### config.mk
export PLATFORM = sky130hd
export DESIGN_NAME = dma_desc_queue
export DESIGN_NICKNAME = d
export VERILOG_FILES = /design/src/rtl/dma_pkg.sv /design/src/rtl/dma_sync_fifo.sv /design/src/rtl/dma_desc_queue.sv
export SDC_FILE = /design/constraint.sdc
export NUM_CORES = 1
export LEC_CHECK = 0
export ABC_AREA = 1
export ABC_CLOCK_PERIOD_IN_PS = 7600
export CAP_MARGIN = 20
export CORE_MARGIN = 5
export CORE_UTILIZATION = 40
export DETAILED_ROUTE_END_ITERATION = 8
export MAX_ROUTING_LAYER = met4
export SETUP_SLACK_MARGIN = 0.5
export SYNTH_ARGS = -nofsm -noshare
export SYNTH_HDL_FRONTEND = slang
export SYNTH_SLANG_ARGS = --single-unit
### constraint.sdc
create_clock -name clk -period 7.6 [get_ports clk]
set_clock_uncertainty 0.05 [all_clocks]
set_input_delay 1.52 -clock clk [delete_from_list [all_inputs] [get_ports clk]]
set_output_delay 1.52 -clock clk [all_outputs]
set_load 0.05 [all_outputs]
### src/rtl/dma_pkg.sv
// Shared types and constants for the DMA descriptor queue.
package dma_pkg;

  localparam int DMA_DESC_DEPTH = 8;
  localparam int DMA_ADDR_W     = 32;
  localparam int DMA_LEN_W      = 16;

  typedef logic [DMA_ADDR_W-1:0] desc_addr_t;
  typedef logic [DMA_LEN_W-1:0]  desc_num_t;

  // One queued descriptor as captured from the CSR write strobe.
  typedef struct packed {
    desc_addr_t src;
    desc_addr_t dst;
    desc_num_t  len;
    logic       last;
  } desc_entry_t;

  typedef enum logic {
    DQ_IDLE,
    DQ_BUSY
  } dma_q_state_e;

endpackage

### src/rtl/dma_sync_fifo.sv
// Single-clock FIFO with synchronous flush, registered full flag and
// head-of-queue read data (no write-to-read bypass).
module dma_sync_fifo #(
  parameter int  DEPTH = 8,
  parameter type T     = logic
) (
  input  logic                     clk,
  input  logic                     rstn,
  input  logic                     push,
  input  logic                     pop,
  input  logic                     flush,
  input  T                         wdata,
  output T                         rdata,
  output logic                     full,
  output logic                     empty,
  output logic [$clog2(DEPTH):0]   count
);

  localparam int AW = $clog2(DEPTH);
  localparam int CW = AW + 1;

  T                mem [DEPTH];
  logic [AW-1:0]   wr_ptr;
  logic [AW-1:0]   rd_ptr;
  logic [CW-1:0]   count_nxt;
  logic            push_ok;
  logic            pop_ok;

  // Full is judged on the flag as it stood at the start of the cycle, so a
  // same-cycle pop never makes room for a push into a full queue.
  assign push_ok = push && !full && !flush;
  assign pop_ok  = pop && !empty && !flush;
  assign empty   = (count == '0);
  assign rdata   = mem[rd_ptr];

  // Occupancy after this cycle's push/pop.
  always_comb begin
    // NOTE: default first so every path assigns count_nxt and no latch is inferred.
    count_nxt = count;
    case ({push_ok, pop_ok})
      2'b10:   count_nxt = count + CW'(1);
      2'b01:   count_nxt = count - CW'(1);
      default: count_nxt = count;
    endcase
  end

  // Pointer, count and full-flag bookkeeping; flush wins over push/pop.
  always_ff @(posedge clk or negedge rstn) begin
    // NOTE: non-blocking assignments so every register updates from pre-edge values.
    if (!rstn) begin
      wr_ptr <= '0;
      rd_ptr <= '0;
      count  <= '0;
      full   <= 1'b0;
    end else if (flush) begin
      wr_ptr <= '0;
      rd_ptr <= '0;
      count  <= '0;
      full   <= 1'b0;
    end else begin
      if (push_ok) wr_ptr <= wr_ptr + AW'(1);
      if (pop_ok)  rd_ptr <= rd_ptr + AW'(1);
      count <= count_nxt;
      full  <= (count_nxt == CW'(DEPTH));
    end
  end

  // Storage array write port.
  always_ff @(posedge clk) begin
    // NOTE: storage is not reset; pointers and count alone define what is valid.
    if (push_ok) mem[wr_ptr] <= wdata;
  end

endmodule

### src/rtl/dma_desc_queue.sv
// Descriptor queue between the DMA CSR block and the transfer engine:
// buffers descriptors, issues them one at a time, tracks the in-flight
// descriptor and raises the scheduler interrupt on last-done or error.
module dma_desc_queue
  import dma_pkg::*;
#(
  parameter int DEPTH = DMA_DESC_DEPTH
) (
  input  logic       clk,
  input  logic       rstn,
  input  logic       dma_ctrl_write_i,
  input  logic       dma_ctrl_last_i,
  input  logic       dma_clear_irq_i,
  input  desc_addr_t dma_desc_src_i,
  input  desc_addr_t dma_desc_dst_i,
  input  desc_num_t  dma_desc_len_i,
  output logic       dma_csr_fifo_full_o,
  output logic       dma_push_drop_o,
  output logic       desc_valid_o,
  input  logic       desc_ready_i,
  output desc_addr_t desc_src_o,
  output desc_addr_t desc_dst_o,
  output desc_num_t  desc_len_o,
  output logic       desc_last_o,
  input  logic       desc_done_i,
  input  logic       dma_error_i,
  output logic       dma_busy_o,
  output logic       dma_irq_o
);

  localparam int CW = $clog2(DEPTH) + 1;

  dma_q_state_e  state;
  logic          last_q;
  desc_entry_t   push_entry;
  desc_entry_t   head;
  logic          fifo_full;
  logic          fifo_empty;
  logic [CW-1:0] fifo_count;
  logic          issue;
  logic          irq_set;

  assign push_entry = '{src:  dma_desc_src_i,
                        dst:  dma_desc_dst_i,
                        len:  dma_desc_len_i,
                        last: dma_ctrl_last_i};

  // Head is offered only while no descriptor is in flight.
  assign desc_valid_o = (state == DQ_IDLE) && !fifo_empty;
  assign issue        = desc_valid_o && desc_ready_i && !dma_error_i;
  assign irq_set      = (state == DQ_BUSY) && desc_done_i && last_q;

  assign desc_src_o  = desc_valid_o ? head.src  : '0;
  assign desc_dst_o  = desc_valid_o ? head.dst  : '0;
  assign desc_len_o  = desc_valid_o ? head.len  : '0;
  assign desc_last_o = desc_valid_o ? head.last : 1'b0;

  assign dma_busy_o          = (state == DQ_BUSY);
  assign dma_csr_fifo_full_o = fifo_full;

  dma_sync_fifo #(
    .DEPTH (DEPTH),
    .T     (desc_entry_t)
  ) u_fifo (
    .clk   (clk),
    .rstn  (rstn),
    .push  (dma_ctrl_write_i && !dma_error_i),
    .pop   (issue),
    .flush (dma_error_i),
    .wdata (push_entry),
    .rdata (head),
    .full  (fifo_full),
    .empty (fifo_empty),
    .count (fifo_count)
  );

  // Issue/complete state machine with drop pulse and level interrupt.
  always_ff @(posedge clk or negedge rstn) begin
    if (!rstn) begin
      state           <= DQ_IDLE;
      last_q          <= 1'b0;
      dma_irq_o       <= 1'b0;
      dma_push_drop_o <= 1'b0;
    end else begin
      dma_push_drop_o <= dma_ctrl_write_i && (fifo_full || dma_error_i);
      if (dma_error_i) begin
        state     <= DQ_IDLE;
        last_q    <= 1'b0;
        dma_irq_o <= 1'b1;
      end else begin
        case (state)
          DQ_IDLE: begin
            if (issue) begin
              state  <= DQ_BUSY;
              last_q <= head.last;
            end
          end
          DQ_BUSY: begin
            if (desc_done_i) state <= DQ_IDLE;
          end
          default: state <= DQ_IDLE;
        endcase
        dma_irq_o <= irq_set || (dma_irq_o && !dma_clear_irq_i);
      end
    end
  end

  // Occupancy can never exceed the queue depth.
  always_ff @(posedge clk) begin
    if (rstn) assert (fifo_count <= CW'(DEPTH));
  end

endmodule

After elaboration in Yosys (flattened, before gate mapping):

Memory sizes are Yosys's and may differ from the RTL's.
Cells that the tools add are included.

* memory bits (read-only): 0
* register bits: 15
* input port bits: 88
* RAM bits: 648
* memories kept: 1
* bits in latches: 0

* $add $sub $neg: 4
* div/mod/pow operators: 0
* muxes and demuxes: 21
* bitwise logic cells: 1
* magnitude comparators: 0
* multiply operators: 0
* shift-type cells: 0
* equal/unequal tests: 4
* reduce and logical (&&, ||, !) cells: 23

Memory list
* u_fifo.mem: words 8, width 81, rd ports 1, clocked after Yosys merged registers in 0, wr ports 1, line dma_sync_fifo.sv:22 `T mem [DEPTH];`

Operators with widths (number)
* 32-bit two-way mux: 2
* 16-bit two-way mux: 1
* 1-bit logical AND: 12
* 3-bit two-way mux: 4
* 1-bit two-way mux: 11
* 4-bit case mux with 2 select lines: 1
* 3-bit by 1-bit adder with 3-bit output (second input constant): 2
* 2-bit nonzero test: 3
* 4-bit by 1-bit adder with 4-bit output (second input constant): 1
* 4-bit == test (second input constant): 1
* 1-bit logical NOT: 4
* 4-bit logical NOT: 1
* 4-bit two-way mux: 1
* 4-bit by 1-bit subtractor with 4-bit output (second input constant): 1
* 2-bit by 1-bit == test with 1-bit output (second input constant): 1
* 2-bit == test (second input constant): 1
* 1-bit logical OR: 2
* 2-bit != test (second input constant): 1
* 1-bit case mux with 2 select lines: 1
* 2-bit AND reduction: 1
* 1-bit NOT: 1

Logic depth before layout (Yosys ltp):

* depth after elaboration: 11
* gate-level depth with buffers: 16
* depth with buffers taken out: 16

Hierarchy:

Synthesis repeated with hierarchy kept, for this count alone.

* cell total of the unflattened synthesis: 2119
* area, all modules: 26489.2 um^2

By module, submodules not included
* dma_sync_fifo: instances 1, cells each 1925, area an instance 25567.0 um^2
* dma_desc_queue: instances 1, cells each 194, area an instance 922.1 um^2

Worst setup path after synthesis:

Ideal clock, no wire load.

* path type: input to register
* start: input dma_error_i
* end: memory u_fifo.mem[0][0] in the netlist's numbering (enable)
* stages on the path: 4
* path buffers: 1
* path slack: 1.439 ns
* data arrival time: 5.590 ns
* path through: clkbuf_1 > nor3_1 > nand2_1 > nor2_1

* cells in the longest elaborated chain, start to end: 6

RTL lines
* start: declaration: line dma_desc_queue.sv:26 `input logic dma_error_i,`
* 1-bit logical NOT (*): line dma_sync_fifo.sv:31, dma_desc_queue.sv:67
* 1-bit logical AND: line dma_desc_queue.sv:67 `.push (dma_ctrl_write_i && !dma_error_i),`
* 1-bit logical AND: line dma_sync_fifo.sv:31 `assign push_ok = push && !full && !flush;`
* 1-bit logical AND (*): line dma_sync_fifo.sv:31
* 1-bit two-way mux (*): line dma_sync_fifo.sv:71 `if (push_ok) mem[wr_ptr] <= wdata;`
* 1-bit two-way mux (implied by the code) (*): line dma_sync_fifo.sv:71
* end: declaration: line dma_sync_fifo.sv:22

Mark *: on every way between the ends. The rest lies on a longest branch, timed or not.

Final worst setup path:

* start: register u_fifo.rd_ptr[0]
* end: output desc_dst_o[19]

* cells in the longest elaborated chain, start to end: 2

RTL lines
* start: declaration: line dma_sync_fifo.sv:24 `logic [AW-1:0] rd_ptr;`
* start signal: assignment: line dma_sync_fifo.sv:62 `if (pop_ok) rd_ptr <= rd_ptr + AW'(1);`
* memory read 8 x 81 bit
* 32-bit two-way mux: line dma_desc_queue.sv:54 `assign desc_dst_o = desc_valid_o ? head.dst : '0;`
* end: declaration: line dma_desc_queue.sv:22 `output desc_addr_t desc_dst_o,`

No other way between the ends.

==> out/metrics.csv <==
metric,value,unit
grt_overflow,0,
ant_nets,0,
layout_commonest_cell,edfxtp_1,
period_minus_slack,5.823,ns
routed.top_layer,met4,
grt_max_degree,190,
clk_pin_slew,0.06,ns
drt_iter0_markers,1423,
initial_core_util,40.25,%
dp_hpwl,33570,µm
ys_warn_count,0,
stdcell_count,3010,
status,finished clean,
gp_congestion,0.7494,
num_vias,16330,
drv_slew,0,
wl_per_cell,21.61,µm
htreeDepth,3,
path_cells,"inv_8, buf_4, o21ai_0, o22ai_1, o21ai_1, nor2_1, clkdlybuf4s50_1",
grt_pass1_vias,16243,
drt_wl_total,65050,µm
cts_hold_buf,0,
cp_slowest_cell,clkdlybuf4s50_1,
fmax,171.7,MHz
r2r_end,u_fifo.mem[6][3],
startpoint,u_fifo.rd_ptr[0],
power,10.59,mW
critPathLaunchType,register,
die_h,264.2,µm
max-vdd-ir-drop,0.2656,mV
rows,93,
finalHoldViolCount,0,
io_pins,174,
grtUsageTotal,18.63,%
wl_met2,32360,µm
cts_made_buffers,71,
p_leak,10.07,nW
multiInputGateArea,5320,µm²
rsz0062_at_grt,no,
clk_path_buf_depth,3,
hold_depth,2,
n_fill_cell,5606,
syn2layout_area_growth,18.97,%
critPathBufInv,3,
reg2reg_depth,4,
drcViolationCount,0,
syn_area_per_cell,13.25,µm²
stdcell_area,30760,µm²
hp-start,u_fifo.full,
tightest_slew,0.9938,ns
yosysSeqAreaShare,76.71,%
tns,0,ns
critPathKind,register to primary output,
synth.distinct_cells,25,
vias_per_cell,5.425,
cts_sinks,663,
final_cell_mix,"648 x edfxtp_1, 497 x nor2_1, 347 x o21ai_0",
insertion_delay,0.59,ns
antenna_found_initial,5,
postCtsSetupBuffers,0,
firstDrtPassIters,5,
grt_pass1_wl,98860,µm
hp-class,register to register,
period_share,76.61,%
slowest_delay,0.87,ns
path_delay_family,buffers and inverters,
ys_ff_latch,663,
p_per_area,344.3,nW/µm²
cts-root-buf,clkbuf_16,
drive_gt1_share,6.791,%
relSlewSlack,33.75,%
cp.required,6.03,ns
timing.rr.start,u_fifo.full,
synth_area,25860,µm²
setup_viol,0,
syn-num-nets,2045,
port_buffers,173,
syn_inst,1952,
holdPathEnd,dma_push_drop_o,
drv_cap,0,
layout.area.seq,19850,µm²
cts_tree,done,
path_max_fanout,177,
end_kind,primary output,
dpl_cell_area,28400,µm²
m1WireLength,27390,µm
final_nets,2187,
die_width,264.2,µm
crit_arrival,4.25,ns
dp.cells,2876,
r2r_slack,4.47,ns
hold_slack,0.4752,ns
core-area,64230,µm²
wl_met3,3627,µm
cts_repair_resize_count,0,
die_area,69830,µm²
==> synthesized netlist by cell type, drive strengths merged <==
library cell	n	area share, %
edfxtp	648	75
or2	1	0.024
buf	47	1.4
dfrtp	15	1.5
clkbuf	87	1.3
o21a	1	0.029
nand2	30	0.44
a21oi	4	0.077
nand3	7	0.14
clkinv	1	0.015
o211ai	1	0.029
nor2	505	7.3
nor3	1	0.019
xnor2	3	0.10
o22ai	164	4.0
inv	22	0.32
xor2	1	0.034
o21ai	409	7.9
ha	5	0.24
==> how the worst max path moves through the flow <==
stage / endpoint / slack (ns) / depth (start not counted)
2_1_floorplan: u_fifo.mem[0][0] / 1.44 / 4
3_3_place_gp: u_fifo.mem[4][72] / 2.47 / 5
3_5_place_dp: desc_dst_o[19] / 2.41 / 7
4_1_cts: desc_dst_o[19] / 1.75 / 7
5_1_grt: desc_dst_o[23] / 1.51 / 7
6_report: desc_dst_o[19] / 1.78 / 7
==> report_power, final <==
group | total, mW | internal [mW] | switching, mW
combinational | 2.92 | 0.842 | 2.08
clock | 3.47 | 2.09 | 1.38
sequential | 4.20 | 4.13 | 0.0716
total | 10.6 | 7.06 | 3.53
==> tightest hold or removal path, cell delays in order, from the launching register on <==
cell and delay [ns]:
dfrtp_1 0.36, nor2_1 0.05, nor2_1 0.08
==> layout make-up <==
class / count / area share, %
Sequential cell: 663 / 64.51
Multi-Input combinational cell: 1132 / 17.29
Timing Repair Buffer: 203 / 6.711
Clock buffer: 97 / 6.504
Tap cell: 855 / 3.478
Clock inverter: 32 / 1.143
Inverter: 23 / 0.3173
Antenna cell: 5 / 0.04067
==> cells by family (layout without fill, tap and decap cells) <==
logic type | after synthesis | in the layout | synth area share [%]
flip-flops | 663 | 663 | 76.71
AO/OA/AOI/OAI | 579 | 579 | 12.02
AND/OR/NAND/NOR | 544 | 544 | 7.946
buffers and inverters | 157 | 355 | 2.947
adder cells (fa/ha/maj) | 5 | 5 | 0.2420
XOR/XNOR | 4 | 4 | 0.1355
other | 0 | 5 | 0
==> metal layers <==
metal  GRT usage [%]  vias up
li1                -     7489
met5               -        -
met4           5.497        0
met3           3.260      120
met2           30.62      512
met1           24.03     8209
==> state kept, by name (all words and copies together), names as in the netlist, 3 cells and up <==
register,flops
u_fifo.wr_ptr,3
u_fifo.count,4
u_fifo.rd_ptr,3
u_fifo.mem,648
==> through the flow <==
stage / utilization, % / worst slack (ns)
floorplan: - / 1.439
finish: 47.89 / 1.777
CTS: 47.87 / 1.746
global placement: 44.17 / 2.466
detailed placement: 44.21 / 2.413
global route: 47.89 / 1.511
Power figures use the tool's default switching activity.
